==> config.mk <==
export PLATFORM = sky130hd
export DESIGN_NAME = smm_result_drain
export DESIGN_NICKNAME = d
export VERILOG_FILES = /design/src/rtl/smm_result_drain.sv
export SDC_FILE = /design/constraint.sdc
export NUM_CORES = 1
export LEC_CHECK = 0
export CAP_MARGIN = 5
export CORE_UTILIZATION = 25
export CTS_CLUSTER_DIAMETER = 30
export DETAILED_ROUTE_END_ITERATION = 8
export DONT_BUFFER_PORTS = 1
export GPL_ROUTABILITY_DRIVEN = 0
export PLACE_DENSITY = 0.38
export SETUP_SLACK_MARGIN = 0.15
export SLEW_MARGIN = 0
export SYNTH_ARGS = -nofsm -noshare
export SYNTH_HDL_FRONTEND = slang
export SYNTH_SLANG_ARGS = --single-unit
==> constraint.sdc <==
create_clock -name clk -period 2.85 [get_ports clk]
set_input_delay 0.285 -clock clk [delete_from_list [all_inputs] [get_ports clk]]
set_output_delay 0.285 -clock clk [all_outputs]
set_load 0.02 [all_outputs]
==> src/rtl/smm_result_drain.sv <==
// Result drain for the 3x3 systolic multiplier: snapshots Y on cap_i and streams it row-major over valid/ready.
// Define SMM_DRAIN_DBUF_EN to add a pending bank that holds one capture arriving mid-stream.
module smm_result_drain #(
    parameter int BW = 8
) (
    input  logic                          clk,
    input  logic                          rst_n,
    input  logic                          cap_i,
    input  logic [2:0][2:0][2*BW-1:0]     Y,
    output logic                          m_valid,
    input  logic                          m_ready,
    output logic [2*BW-1:0]               m_data,
    output logic [1:0]                    m_row,
    output logic [1:0]                    m_col,
    output logic                          m_last,
    output logic                          busy,
    output logic                          ovf,
    input  logic                          clr_ovf
);

    localparam int DW = 2 * BW;

    typedef enum logic {
        IDLE,
        STREAM
    } state_t;

    state_t                 state_q, state_d;
    logic [3:0]             idx_q, idx_d;
    logic [1:0]             row_q, row_d;
    logic [1:0]             col_q, col_d;
    logic [8:0][DW-1:0]     active_q, active_d;
    logic                   ovf_q, ovf_d;
    logic                   ovfSet;
    logic                   xfer;
    logic                   lastXfer;
    logic                   pendFull;
    logic [8:0][DW-1:0]     yFlat;

    // Y[r][c] sits at element offset 3*r+c of the packed array, i.e. row-major order.
    assign yFlat = Y;

`ifdef SMM_DRAIN_DBUF_EN
    logic [8:0][DW-1:0]     pend_q, pend_d;
    logic                   pendFull_q, pendFull_d;
    assign pendFull = pendFull_q;
`else
    assign pendFull = 1'b0;
`endif

    assign m_valid  = (state_q == STREAM);
    assign m_data   = m_valid ? active_q[idx_q] : '0;
    assign m_row    = row_q;
    assign m_col    = col_q;
    assign m_last   = m_valid && (idx_q == 4'd8);
    assign busy     = m_valid | pendFull;
    assign ovf      = ovf_q;

    assign xfer     = m_valid & m_ready;
    assign lastXfer = xfer && (idx_q == 4'd8);

    always_comb begin
        state_d  = state_q;
        idx_d    = idx_q;
        row_d    = row_q;
        col_d    = col_q;
        active_d = active_q;
        ovfSet   = 1'b0;
`ifdef SMM_DRAIN_DBUF_EN
        pend_d     = pend_q;
        pendFull_d = pendFull_q;
`endif

        case (state_q)
            IDLE: begin
                if (cap_i) begin
                    active_d = yFlat;
                    idx_d    = 4'd0;
                    row_d    = 2'd0;
                    col_d    = 2'd0;
                    state_d  = STREAM;
                end
            end

            STREAM: begin
                if (lastXfer) begin
                    // Every outcome of the final transfer rewinds the beat position to (0,0).
                    idx_d = 4'd0;
                    row_d = 2'd0;
                    col_d = 2'd0;
`ifdef SMM_DRAIN_DBUF_EN
                    if (pendFull_q) begin
                        active_d   = pend_q;
                        pend_d     = yFlat;
                        pendFull_d = cap_i;
                    end else if (cap_i) begin
                        active_d = yFlat;
                    end else begin
                        state_d = IDLE;
                    end
`else
                    if (cap_i) begin
                        active_d = yFlat;
                    end else begin
                        state_d = IDLE;
                    end
`endif
                end else begin
                    if (xfer) begin
                        idx_d = idx_q + 4'd1;
                        if (col_q == 2'd2) begin
                            col_d = 2'd0;
                            row_d = row_q + 2'd1;
                        end else begin
                            col_d = col_q + 2'd1;
                        end
                    end
                    if (cap_i) begin
`ifdef SMM_DRAIN_DBUF_EN
                        if (!pendFull_q) begin
                            pend_d     = yFlat;
                            pendFull_d = 1'b1;
                        end else begin
                            ovfSet = 1'b1;
                        end
`else
                        ovfSet = 1'b1;
`endif
                    end
                end
            end

            default: begin
                state_d = IDLE;
            end
        endcase

        // A dropped capture in the same cycle as clr_ovf must stay visible.
        if (ovfSet) begin
            ovf_d = 1'b1;
        end else if (clr_ovf) begin
            ovf_d = 1'b0;
        end else begin
            ovf_d = ovf_q;
        end
    end

    always_ff @(posedge clk or negedge rst_n) begin
        if (!rst_n) begin
            state_q  <= IDLE;
            idx_q    <= 4'd0;
            row_q    <= 2'd0;
            col_q    <= 2'd0;
            active_q <= '0;
            ovf_q    <= 1'b0;
        end else begin
            state_q  <= state_d;
            idx_q    <= idx_d;
            row_q    <= row_d;
            col_q    <= col_d;
            active_q <= active_d;
            ovf_q    <= ovf_d;
        end
    end

`ifdef SMM_DRAIN_DBUF_EN
    always_ff @(posedge clk or negedge rst_n) begin
        if (!rst_n) begin
            pend_q     <= '0;
            pendFull_q <= 1'b0;
        end else begin
            pend_q     <= pend_d;
            pendFull_q <= pendFull_d;
        end
    end
`endif

endmodule
==> flow_metrics.tcl, run 1 <==
set metrics [dict create \
    status "finished with violations" \
    violated_checks "negative hold slack" \
    r2r.worst_path.cells 7 \
    final-instance-count-excl-fill 1040 \
    slew_headroom 0.5219 \
    routed_via_density 4.434 \
    tightest_slew_ps 697.2 \
    netlist_instances 491 \
    timing_worst_setup_path_type "flip-flop to output port" \
    die_x_um 172.2 \
    finalHoldWorstSlack_ps -445.0 \
    post-route-min-period_ps 2595 \
    critical_path.startpoint_type "flip-flop" \
    first_global_vias 5156 \
    fmaxAchievable_mhz 385.3 \
    vdd.ir_drop.worst_mv 0.4411 \
    area_delta_synth_final_pct 35.59 \
    timing.critical_path.fanout_max 16 \
    crit-reg2reg-launch "idx_q[0]$_DFFE_PN0P_" \
    clk-insertion-delay-late_ps 420 \
    largest_cells_by_area_after_synthesis "sky130_fd_sc_hd__dfrtp_1 53%, sky130_fd_sc_hd__mux2_2 13%, sky130_fd_sc_hd__mux2_4 11%" \
    detail-route-antenna-nets 0 \
    final_cell_mix "153 x sky130_fd_sc_hd__dfrtp_1, 145 x sky130_fd_sc_hd__dlygate4sd3_1, 84 x sky130_fd_sc_hd__mux2_2, 55 x sky130_fd_sc_hd__mux2_4, 33 x sky130_fd_sc_hd__mux2i_1" \
    crit_top_cell "sky130_fd_sc_hd__buf_4" \
    postSynthNetCount 642 \
    cts_num_sinks 154 \
    final_common_cell "sky130_fd_sc_hd__dfrtp_1" \
    initial_core_utilization 0.2571 \
    endpoint_kind "output port" \
    post-route-drc-count 0 \
    drt-wirelength-per-cell_um 19.11 \
    power.leakage_nw 4.120 \
    fp-row-count 61 \
    pin_count_of_the_biggest_net_entering_global_routing 155 \
    hold_violations 154 \
    drt-total-wl_um 19880 \
    ys_dominant_reg_cell "sky130_fd_sc_hd__dfrtp_1" \
    critical_path.cell_chain "buf_4 > nor4b_4 > buf_4 > nand2_1 > a21oi_1 > buf_4" \
    first_pass_grt_wire_length_um 30530 \
    final_min_period_over_clock_period 0.9106 \
    grt_overflow 0 \
    setup.worst_path.start "idx_q[3]$_DFFE_PN0P_" \
    report.final.slew_viol_count 0 \
    min-delay-path-class "input port to async pin" \
    setup-tns-final_ps 0 \
    detail_route.iter0.violations 117 \
    htree_num_levels 4 \
    clk_pin_slew_ps 70 \
    number_of_detailed_routing_iterations_run_before_antenna_repair 4 \
    dp_cells 863 \
    fp.dieH_um 172.2 \
    cts_setup_buffers 0 \
    yosys.area.top_type_share 0.5323 \
    crit_path_top_delay_cell "sky130_fd_sc_hd__dfrtp_1" \
    clock_buffer_count_from_cts 17 \
    timing.final.setup_violations 0 \
    critical_path_buf_inv_count 3 \
    largest_stage_delay_worst_path_ps 590 \
    dr_total_vias 4611 \
    grt.total_usage 0.1397 \
    placeableCoreArea_um2 28160 \
    cellPowerDensity_nw_per_um2 1089 \
    postSynthRegisterBits 154 \
    rsz0062_at_grt "true" \
    r2r-end "active_q[139]$_DFFE_PN0P_" \
    placement.io_buffers 0 \
    antenna_cells_inserted 0 \
    critical_path_arrival_ps 2310 \
    ff2ff_setup_slack_ps 600 \
    yosys.area.top_type "sky130_fd_sc_hd__dfrtp_1" \
    clock-skew-final_ps 11.05 \
    yosysWarnings 0 \
    max-cap-violations 0 \
    synth_async_sr_flop_share 1.000 \
    antenna_found_initial 0 \
    drive_above_1_share 0.3414 \
    die-area_um2 29640 \
    cts_buffer_depth 2 \
    hpwlAfterDp_um 13770 \
    timing.critical_path.required_ps 2570 \
    critical-path-top-delay-family "buffers and inverters" \
    syn-cell-area_um2 7239 \
    clock_tree.root_cell "sky130_fd_sc_hd__clkbuf_16" \
    synth_cell_types 34 \
    synth-edff-count 0 \
    nets 800 \
    tritoncts "yes" \
    postSynthAreaPerCell_um2 14.74 \
    ios 173 \
    synth-seq-area-share 0.5323 \
]
[repair_timing]
item | CTS | global route
hold buffers | 143 | 2
endpoints found under the setup margin | 4 | 11
hold endpoints to repair | 296 | 156
resized for setup | 1 | 6
gates cloned | 0 | 0
[cell usage after synthesis, types with 5 or more instances]
master,n
sky130_fd_sc_hd__clkbuf_1,9
sky130_fd_sc_hd__mux2_4,55
sky130_fd_sc_hd__buf_6,10
sky130_fd_sc_hd__mux2_1,5
sky130_fd_sc_hd__mux2i_1,33
sky130_fd_sc_hd__mux2_2,84
sky130_fd_sc_hd__nand2_1,22
sky130_fd_sc_hd__inv_1,7
sky130_fd_sc_hd__o21ai_0,17
sky130_fd_sc_hd__dfrtp_1,154
sky130_fd_sc_hd__a221oi_1,16
sky130_fd_sc_hd__a21oi_1,19
sky130_fd_sc_hd__buf_2,11
sky130_fd_sc_hd__mux4_2,16
[final cells by class]
class	instances	area (um^2)
tap	378	473.0
clock inverter	13	136.4
fill	2769	18350
sequential	154	3857
multi-input combinational	294	3158
clock buffer	19	442.9
inverter	8	30.03
timing repair buffer	174	1718
[logic make-up after synthesis]
logic type      count (synthesis)  share of synthesized area
buf+inv                        43                    0.03664
flops                         154                     0.5323
fa+ha+maj                       2                   0.003456
mux                           193                     0.3479
simple gates                   36                    0.02558
compound gates                 63                    0.05410
[layer usage]
layer | vias to the layer above | global-route usage | wire [um]
li1 | 2120 | - | -
met1 | 2355 | 0.1916 | 9712
met2 | 125 | 0.2128 | 8894
met3 | 11 | 0.04166 | 1107
met4 | 0 | 0.03694 | 161
met5 | - | 0 | 0
[worst reg2reg max path, stage by stage (launching register included)]
cell	delay, ps
sky130_fd_sc_hd__dfrtp_4	510
sky130_fd_sc_hd__inv_1	70
sky130_fd_sc_hd__ha_1	200
sky130_fd_sc_hd__nand3b_4	120
sky130_fd_sc_hd__o21ai_2	150
sky130_fd_sc_hd__and2_4	290
sky130_fd_sc_hd__buf_12	340
sky130_fd_sc_hd__mux2_2	460
[registers in the layout, summed over array words and instances, names as in the netlist]
name / flops
idx_q: 4
active_q: 144
m_row: 2
ovf: 1
m_col: 2
busy: 1
[power by group]
part           leakage, nW  internal [mW]  switching [mW]
registers             1.84           3.29           0.678
logic                 2.01           2.48            1.99
clock network        0.275           1.25           0.997
total                 4.12           7.02            3.66
[through the flow]
step | worst slack [ps] | power (mW) | area [um^2] | hold slack, ps | utilization
after floorplan | 456.6 | 7.011 | 7239 | -10.59 | -
after CTS | 194.8 | 10.85 | 9762 | -471.6 | 0.3466
after global placement | 583.6 | 8.271 | 7747 | -4.848 | 0.2751
after global routing | 124.6 | 11.43 | 9816 | -472.5 | 0.3485
after detailed placement | 582.4 | 8.342 | 7747 | -5.508 | 0.2751
final | 254.8 | 10.69 | 9816 | -445.0 | 0.3485
[worst max-delay path by stage]
stage / to / slack (ps) / depth (start not counted)
after floorplan: active_q[100]$_DFFE_PN0P_ / 460 / 12
after global placement: m_data[2] / 580 / 5
after detailed placement: m_data[2] / 580 / 5
after CTS: m_data[7] / 190 / 6
after global routing: m_data[5] / 120 / 6
final: m_data[7] / 250 / 6
Power figures use the tool's default switching activity.
==> run 2: changes to the inputs <==
--- a/config.mk
+++ b/config.mk
@@ -13,7 +13,6 @@
 export GPL_ROUTABILITY_DRIVEN = 0
 export PLACE_DENSITY = 0.38
 export SETUP_SLACK_MARGIN = 0.15
-export SLEW_MARGIN = 0
 export SYNTH_ARGS = -nofsm -noshare
 export SYNTH_HDL_FRONTEND = slang
 export SYNTH_SLANG_ARGS = --single-unit
==> results of run 2 <==
The final DEF is identical to that of run 1; final timing and power are the same.
==> run 3: changes to the inputs <==
--- a/config.mk
+++ b/config.mk
@@ -7,6 +7,7 @@
 export LEC_CHECK = 0
 export CAP_MARGIN = 5
 export CORE_UTILIZATION = 25
+export CTS_BUF_LIST = sky130_fd_sc_hd__clkbuf_2
 export CTS_CLUSTER_DIAMETER = 30
 export DETAILED_ROUTE_END_ITERATION = 8
 export DONT_BUFFER_PORTS = 1
==> flow_metrics.tcl, run 3 (synthesis results as in run 1) <==
set metrics [dict create \
    largest_reg_flops 144 \
    die_x_um 172.2 \
    grt_overflow 0 \
    cts_num_sinks 154 \
    violated_checks "negative hold slack" \
    first_pass_grt_wire_length_um 31350 \
    clock_tree.root_cell "sky130_fd_sc_hd__clkbuf_2" \
    die-area_um2 29640 \
    fp.dieH_um 172.2 \
    final_min_period_over_clock_period 0.9847 \
    slew_headroom 0.5105 \
    timing.critical_path.required_ps 2570 \
    area_post_placement_um2 7747 \
    pin_count_of_the_biggest_net_entering_global_routing 155 \
    max-cap-violations 0 \
    drt-wirelength-per-cell_um 19.43 \
    timing.final.setup_violations 0 \
    final_cell_mix "150 x sky130_fd_sc_hd__dfrtp_1, 149 x sky130_fd_sc_hd__dlygate4sd3_1, 84 x sky130_fd_sc_hd__mux2_2, 55 x sky130_fd_sc_hd__mux2_4, 28 x sky130_fd_sc_hd__buf_4" \
    cellPowerDensity_nw_per_um2 1057 \
    layout.filler_cells 2765 \
    post-route-min-period_ps 2807 \
    antenna_found_initial 1 \
    reg.largest.list "active_q (144), idx_q (4)" \
    finalInstanceArea_um2 9985 \
    hpwlAfterDp_um 13770 \
    clock_buffer_count_from_cts 17 \
    drt-total-wl_um 20620 \
    placement.io_buffers 0 \
    top_register "active_q" \
    min-delay-path-class "input port to async pin" \
    initial_core_utilization 0.2571 \
    first_global_vias 5316 \
    final_common_cell "sky130_fd_sc_hd__dfrtp_1" \
    ff2ff_setup_slack_ps 430 \
    hold_buf_count_cts 149 \
    hold_violations 154 \
    post-route-drc-count 0 \
    critical_path.startpoint_type "flip-flop" \
    nets 820 \
    drive_above_1_share 0.4179 \
    fmaxAchievable_mhz 356.3 \
    finalHoldWorstSlack_ps -780.7 \
    grt.total_usage 0.1439 \
    status "finished with violations" \
    fp-row-count 61 \
    placeableCoreArea_um2 28160 \
    timing_worst_setup_path_type "flip-flop to output port" \
    tightest_slew_ps 713.8 \
    detail-route-antenna-nets 0 \
    clock-skew-final_ps 52.38 \
    vdd.ir_drop.worst_mv 0.3672 \
    ios 173 \
    tritoncts "yes" \
    multiInputGateArea_um2 3346 \
    regArea_um2 3861 \
    number_of_detailed_routing_iterations_run_before_antenna_repair 4 \
    report.final.slew_viol_count 0 \
    area_delta_synth_final_pct 37.92 \
    endpoint_kind "output port" \
    htree_num_levels 4 \
    clk_pin_slew_ps 280 \
    dr_total_vias 4691 \
    critical_path_arrival_ps 2520 \
    setup-tns-final_ps 0 \
    routed_via_density 4.421 \
    rsz0062_at_grt "true" \
    cts_buffer_depth 2 \
    power.leakage_nw 4.149 \
    timing.critical_path.fanout_max 6 \
    detail_route.iter0.violations 126 \
    clk-insertion-delay-late_ps 720 \
]
==> run 3: changes by cell type in the layout (fill, tap and decap cells not counted), moves of 4 or more <==
cell,before,now
sky130_fd_sc_hd__o21ai_0,17,4
sky130_fd_sc_hd__a21oi_1,19,14
sky130_fd_sc_hd__buf_12,2,8
sky130_fd_sc_hd__a21oi_2,0,5
sky130_fd_sc_hd__a221oi_1,12,0
sky130_fd_sc_hd__o21ai_1,3,13
sky130_fd_sc_hd__dlygate4sd3_1,145,149
sky130_fd_sc_hd__a221oi_2,4,16
sky130_fd_sc_hd__clkbuf_2,0,18
sky130_fd_sc_hd__mux2i_2,0,17
sky130_fd_sc_hd__mux2i_1,33,15
sky130_fd_sc_hd__clkbuf_16,17,1
==> run 3: layout make-up <==
cell class | count | area share
antenna | 1 | 0.0002506
clock buffer | 18 | 0.009023
clock inverter | 14 | 0.01404
inverter | 8 | 0.003008
multi-input combinational | 294 | 0.3351
sequential | 154 | 0.3867
tap | 378 | 0.04737
timing repair buffer | 194 | 0.2045
==> run 3: worst max-delay path: stages (launching register included) <==
cell                       delay (ps)
sky130_fd_sc_hd__dfrtp_4          560
sky130_fd_sc_hd__buf_12           170
sky130_fd_sc_hd__buf_16           150
sky130_fd_sc_hd__mux2i_1          170
sky130_fd_sc_hd__a221oi_2         330
sky130_fd_sc_hd__o21ai_1          120
sky130_fd_sc_hd__a21oi_1          170
sky130_fd_sc_hd__buf_4            170
==> run 3: path summary, 6_finish.rpt <==
check | startpoint | to | cells after the start
max in group asynchronous | rst_n | idx_q[0]$_DFFE_PN0P_ | 0
max reg2reg | idx_q[0]$_DFFE_PN0P_ | active_q[139]$_DFFE_PN0P_ | 8
min | rst_n | idx_q[3]$_DFFE_PN0P_ | 0
min reg2reg | active_q[45]$_DFFE_PN0P_ | active_q[45]$_DFFE_PN0P_ | 1
max | idx_q[0]$_DFFE_PN0P_ | m_data[9] | 7
min in group clk | Y[133] | active_q[133]$_DFFE_PN0P_ | 2
==> run 3: per-layer routing <==
layer	vias to the layer above	track usage	part of all wire
met1	2397	0.1977	0.49
met2	120	0.2239	0.45
li1	2167	-	-
met3	7	0.04463	0.053
met4	0	0.02424	0.0052
met5	-	0	0
==> run 3: repair_timing <==
action | 4_1_cts | 5_1_grt
hold endpoints to repair | 308 | 154
setup endpoints to repair | 17 | 16
pin swaps | 26 | 8
gates resized for setup | 67 | 9
cloned | 3 | 1
setup buffers | 9 | 3
==> run 3: power breakdown <==
part | total, mW | switching [mW] | leakage (nW) | internal, mW
Combinational | 5.33 | 2.32 | 2.18 | 3.02
Clock | 1.22 | 0.881 | 0.133 | 0.341
Sequential | 4.00 | 0.723 | 1.84 | 3.28
==> run 3: metrics by stage <==
step	cells	power, mW	utilization	worst slack (ps)
finish	1061	10.56	0.3545	43.48
global route	1061	11.29	0.3545	-214.1
CTS	1056	10.59	0.3515	-88.00
detailed placement	863	8.342	0.2751	582.4
global placement	863	8.271	0.2751	583.6
floorplan	491	7.011	-	456.6
